### config.mk
export PLATFORM = sky130hd
export DESIGN_NAME = char_buffer_ctrl
export DESIGN_NICKNAME = d
export VERILOG_FILES = /design/src/rtl/char_buffer_ctrl.sv
export SDC_FILE = /design/constraint.sdc
export NUM_CORES = 2
export LEC_CHECK = 0
export ABC_AREA = 1
export BUFFER_PORTS_ARGS = -buffer_cell sky130_fd_sc_hd__buf_2
export CORE_UTILIZATION = 50
export DETAILED_ROUTE_END_ITERATION = 12
export HOLD_SLACK_MARGIN = 0.08
export PLACE_DENSITY = 0.64
export SLEW_MARGIN = 15
export SYNTH_ARGS = -nofsm -noshare
export SYNTH_HDL_FRONTEND = slang
export SYNTH_SLANG_ARGS = --single-unit
### constraint.sdc
create_clock -name pclk -period 21.3 [get_ports pclk]
set_clock_uncertainty 0.15 [all_clocks]
set_input_delay 0 -clock pclk [delete_from_list [all_inputs] [get_ports pclk]]
set_output_delay 0 -clock pclk [all_outputs]
set_load 0.1 [all_outputs]
### src/rtl/char_buffer_ctrl.sv
// rtl/char_buffer_ctrl.sv - shared 16x16 character buffer: display reads, cursor writer, clear engine
// Display fetches always win the single memory port; clears and writer accesses use idle cycles.
module char_buffer_ctrl #(
  parameter logic [6:0] CLEAR_CHAR = 7'h20,
  parameter logic [6:0] NL_CHAR    = 7'h0A,
  parameter logic [6:0] BS_CHAR    = 7'h08
) (
  input  logic       pclk,
  input  logic       rst_n,
  input  logic       disp_req,
  input  logic [7:0] disp_xy,
  output logic [6:0] disp_code,
  output logic       disp_valid,
  input  logic       wr_req,
  input  logic [6:0] wr_char,
  output logic       wr_ack,
  input  logic       cmd_clear,
  input  logic       cmd_home,
  output logic [7:0] cursor,
  output logic       busy
);

  typedef enum logic {IDLE, CLEAR} state_t;

  state_t     state, state_nxt;
  logic [7:0] clr_addr, clr_addr_nxt;
  logic [7:0] cursor_nxt;
  logic [6:0] mem [256];
  logic       mem_we;
  logic [7:0] mem_addr;
  logic [6:0] mem_wdata;

  always_ff @(posedge pclk or negedge rst_n) begin
    if (!rst_n) begin
      state    <= CLEAR;
      clr_addr <= '0;
      cursor   <= '0;
    end else begin
      state    <= state_nxt;
      clr_addr <= clr_addr_nxt;
      cursor   <= cursor_nxt;
    end
  end

  always_comb begin
    state_nxt    = state;
    clr_addr_nxt = clr_addr;
    cursor_nxt   = cursor;
    mem_we       = 1'b0;
    mem_addr     = cursor;
    mem_wdata    = wr_char;
    wr_ack       = 1'b0;
    if (!disp_req) begin
      if (state == CLEAR) begin
        mem_we       = 1'b1;
        mem_addr     = clr_addr;
        mem_wdata    = CLEAR_CHAR;
        clr_addr_nxt = clr_addr + 8'd1;
        if (clr_addr == 8'hFF) state_nxt = IDLE;
      end else if (wr_req) begin
        wr_ack = 1'b1;
        if (wr_char == NL_CHAR) begin
          cursor_nxt = {cursor[7:4] + 4'd1, 4'h0};
        end else if (wr_char == BS_CHAR) begin
          // backspace at the origin is acknowledged but has no effect
          if (cursor != 8'h00) begin
            cursor_nxt = cursor - 8'd1;
            mem_we     = 1'b1;
            mem_addr   = cursor - 8'd1;
            mem_wdata  = CLEAR_CHAR;
          end
        end else begin
          mem_we     = 1'b1;
          cursor_nxt = cursor + 8'd1;
        end
      end
    end
    if (cmd_clear) begin
      state_nxt    = CLEAR;
      clr_addr_nxt = '0;
      cursor_nxt   = '0;
    end else if (cmd_home) begin
      cursor_nxt = '0;
    end
  end

  assign busy = (state == CLEAR);

  always_ff @(posedge pclk) begin
    if (mem_we) mem[mem_addr] <= mem_wdata;
  end

  always_ff @(posedge pclk or negedge rst_n) begin
    if (!rst_n) begin
      disp_code  <= '0;
      disp_valid <= 1'b0;
    end else begin
      disp_valid <= disp_req;
      if (disp_req) disp_code <= mem[disp_xy];
    end
  end

endmodule

==> results by stage <==
Outcome:
- The flow ran to the end, and the final reports show no timing, DRC or antenna violations.

Setup path:
- The category of the most critical setup path is in -> reg.
- The worst setup path is launched from an input pin.
- The data required time at the worst endpoint is 21640 ps.
- The endpoint arrival time on the critical path is 6720 ps.
- The worst setup path is captured at a flip-flop.
- The worst-path maximum fanout is 79.

Global route:
- The via count of the first global-routing pass is 46000.
- The routing usage on met3 is 0.0488.
- Entering global routing, the biggest net connects 220 pins.
- The most congested layer reported by global routing is met2.
- The global-route wire length before repair is 291000 um.
- For met2 alone, demand over resource in global routing was 0.400.
- The number of antenna violations at the first check in global routing is 4.
- In the global route stage, met1 resource usage came out at 0.359.
- In the global route stage, overall resource usage came out at 0.256.
- The leftover overflow at the end of global routing is 0.

Clocking:
- The buffer count from post-CTS setup fixing is 0.
- The number of sinks driven by the clock tree is 1817.
- Once the clock tree was built, the resizer swapped 0 gates to a different size.
- At the later pin of the worst-skew pair, clock insertion delay measures 830 ps.
- The maximum number of buffers from clock root to sink is 3.
- CTS placed an instance of clkbuf_16 at the clock tree root.
- Clock-pin slew was measured on the worst setup and hold paths at 60 ps.
- The TritonCTS buffer count is 178.
- The count of hold buffers inserted by post-cts repair is 41.
- The CTS tree is built.
- The level count of the clock H-tree is 4.

Final layout:
- The final layout net count is 6327.
- In the layout the commonest cells are nand2_1 (1921), edfxtp_1 (1792), nand3_1 (1767).
- The library cell used most frequently in the layout, excluding fill and tap cells, is nand2_1.
- The number of filler instances in the final layout is 12200.
- Of the cells placed in the final design, the portion with a size suffix greater than 1 is 0.0673.
- The count of cells in the finished layout, fillers not included, comes to 8380.
- Summing all non-filler instances in the final layout gives an area of 82100 um2.
- The area growth from synthesis to layout is 9.68%.

Yosys:
- The multiplexer share of the synthesized area is 0.
- During synthesis, Yosys emitted a total of 0 warnings.
- The adder-cell area share of the yosys netlist is 0.00117.
- The number of nets in the synthesized netlist is 6447.
- Yosys attributes the largest share of cell area to edfxtp_1 (72%), nand3_1 (12%), nand2_1 (9.6%).
- The top flip-flop cell by instance count after synthesis is edfxtp_1.
- In the synthesized netlist the async set-or-reset flop fraction comes to 0.0138.
- The largest total area in the synthesized netlist belongs to edfxtp_1.
- Of the total synthesized cell area, the portion taken by XOR and XNOR cells is 0.000936.
- In this run the cell area of the synthesized design comes to 74900 um2.
- For this run, the register share of the synthesized area comes to 0.727.
- Yosys mapped a number of flops with a built-in enable equal to 1792.
- Of the total synthesized cell area, the portion taken by AND, OR, NAND and NOR gates is 0.238.
- The cell count after synthesis came out at 6419.
- After synthesis, the netlist uses 49 different library cells.
- The complex-gate fraction of the synthesized area is 0.00558.
- The share of synthesized area in the top cell type comes to 0.719.
- The synthesis-stage register bit count is 1817.
- The main combinational cell family by area after synthesis is simple AND/OR/NAND/NOR gates.
- The average cell area after synthesis is 11.7 um2.

Timing:
- The tightest slew margin relative to the limit is 0.207.
- The portion of the clock cycle consumed by the worst path in the final layout is 0.300.
- Adding up every negative setup slack in the final design gives 0 ps.
- The final hold slack is 135 ps.
- The count of final max-slew check failures is 0.
- The minimum period implied by the final worst setup slack is 6380 ps.
- Setup repair after global routing left no endpoint under its margin.
- The final count of hold timing violations was 0.
- The pin slew with the least headroom to its limit is 1190 ps.
- Static timing analysis puts the maximum clock frequency at 157 MHz.
- The number of setup violations in the final report is 0.

Routing:
- The routed wire length per instance is 23.3 um.
- After the first detailed-routing iteration, the DRC count stood at 5459.
- The routed via count divided by cell count is 5.83.
- The via total after detailed routing is 48900.
- The DRC violation count after routing is 0.
- For this run, the detailed router's first-pass iteration total came to 6.
- The final wirelength is 195000 um.
- In this run the remaining antenna-violating nets after routing total 0.

Die:
- The total area inside the core boundary comes to 148000 um2.
- The die covers 151000 um2.
- From left edge to right edge, the die measures 389 um.
- The boundary pin count is 39.
- After floorplanning, the core was divided into 141 placement rows.
- The initial utilization of the core area, before any placement, comes to 0.505.
- In this run the vertical extent of the chip is 389 um.

Power and ir drop:
- The static leakage is 28.8 nW.
- The power density over the cells is 89.9 nW/um2.
- The worst IR drop on VDD is 0.0000916 V.
- The completed layout was analyzed and its total power is 0.00739 W.

Placed design:
- The number of I/O port buffers is 38.
- The total instance count after detailed placement is 8008.
- The standard cell area after detailed placement is 76300 um2.
- The HPWL after detailed placement is 102000 um.
- Routability-driven placement finished with a final weighted congestion of 0.892.

Run:
- The count of max-cap constraint violations is 0.

Hold path:
- The class of the tightest hold or removal check is in -> reg.
worst max-delay path, cell delays in order:
cell and delay [ps]:
dlygate4sd3_1 540, buf_2 120, dlygate4sd3_1 590, nor2_4 60, dlygate4sd3_1 620, nand4_4 150, dlygate4sd3_1 690, nor2_1 120
nand3_1 90, nand2_1 320, nor2_4 890, buf_4 800, buf_4 740, buf_4 810
registers in the layout, summed over array words and instances (netlist names):
register / flops
mem: 1792
clr_addr: 8
cursor: 8
disp_code: 7
busy: 1
disp_valid: 1
through the flow:
step | utilization | setup slack, ps
4_1_cts | 0.554 | 15040
6_report | 0.554 | 14920
5_1_grt | 0.554 | 14700
3_3_place_gp | 0.515 | 15500
2_1_floorplan | - | 11920
3_5_place_dp | 0.515 | 15460
report_power, final:
group,switching [W],internal (W)
clock network,0.00133,0.00165
logic,0.000363,0.000103
registers,0.00000272,0.00394
synth_stat cells (3+ instances only):
cell      count
a21oi_1      14
a21oi_4       4
buf_1        71
buf_2        75
buf_6        16
clkbuf_1    270
dfrtp_1      24
edfxtp_1   1792
ha_1          7
inv_1        41
inv_2        12
nand2_1    1921
nand2_2      25
nand2_4      15
nand3_1    1767
nand3_2       3
nor2_1      269
nor2_2       16
nor2_4        3
nor2_8        6
nor3_1        6
o211ai_1      3
o21ai_0      15
o22ai_1       9
xor2_1        8
layout make-up:
type	count	area, um2	share of cell area
diodes	3	7.51	0.0000914
well taps	1930	2410	0.0294
clock buffers	242	4840	0.0590
inverters	55	236	0.00288
flip-flops and latches	1817	54400	0.663
multi-input cells	4114	18400	0.224
clock inverters	86	606	0.00737
repair buffers	133	1150	0.0140
path summary, 6_finish.rpt:
path	startpoint	endpoint	slack (ps)	cells past startpoint
max in group asynchronous	rst_n	busy	20140	5
max	wr_char[2]	mem[158][2]	14920	14
min in group asynchronous	rst_n	cursor[5]	610	5
min reg2reg	disp_code[4]	disp_code[4]	340	2
max reg2reg	cursor[4]	mem[158][2]	15330	13
min	wr_char[3]	mem[12][3]	140	4
layer usage:
| layer | vias up | part of all wire |
|---|---|---|
| met4 | 0 | 0.036 |
| li1 | 22500 | - |
| met3 | 354 | 0.087 |
| met5 | - | 0 |
| met2 | 2135 | 0.47 |
| met1 | 23900 | 0.41 |
cell families (layout without fill, tap and decap cells):
family                     count (synthesis)  after routing
AOI/OAI and AO/OA                         57             57
and+or+nand+nor                         4042           4042
adders and majority gates                  7              7
xor gates and xnor gates                   8              8
DFF                                     1817           1817
other                                      0              3
buffers and inverters                    488            516
Note: power is estimated with default switching activity, not from simulation.
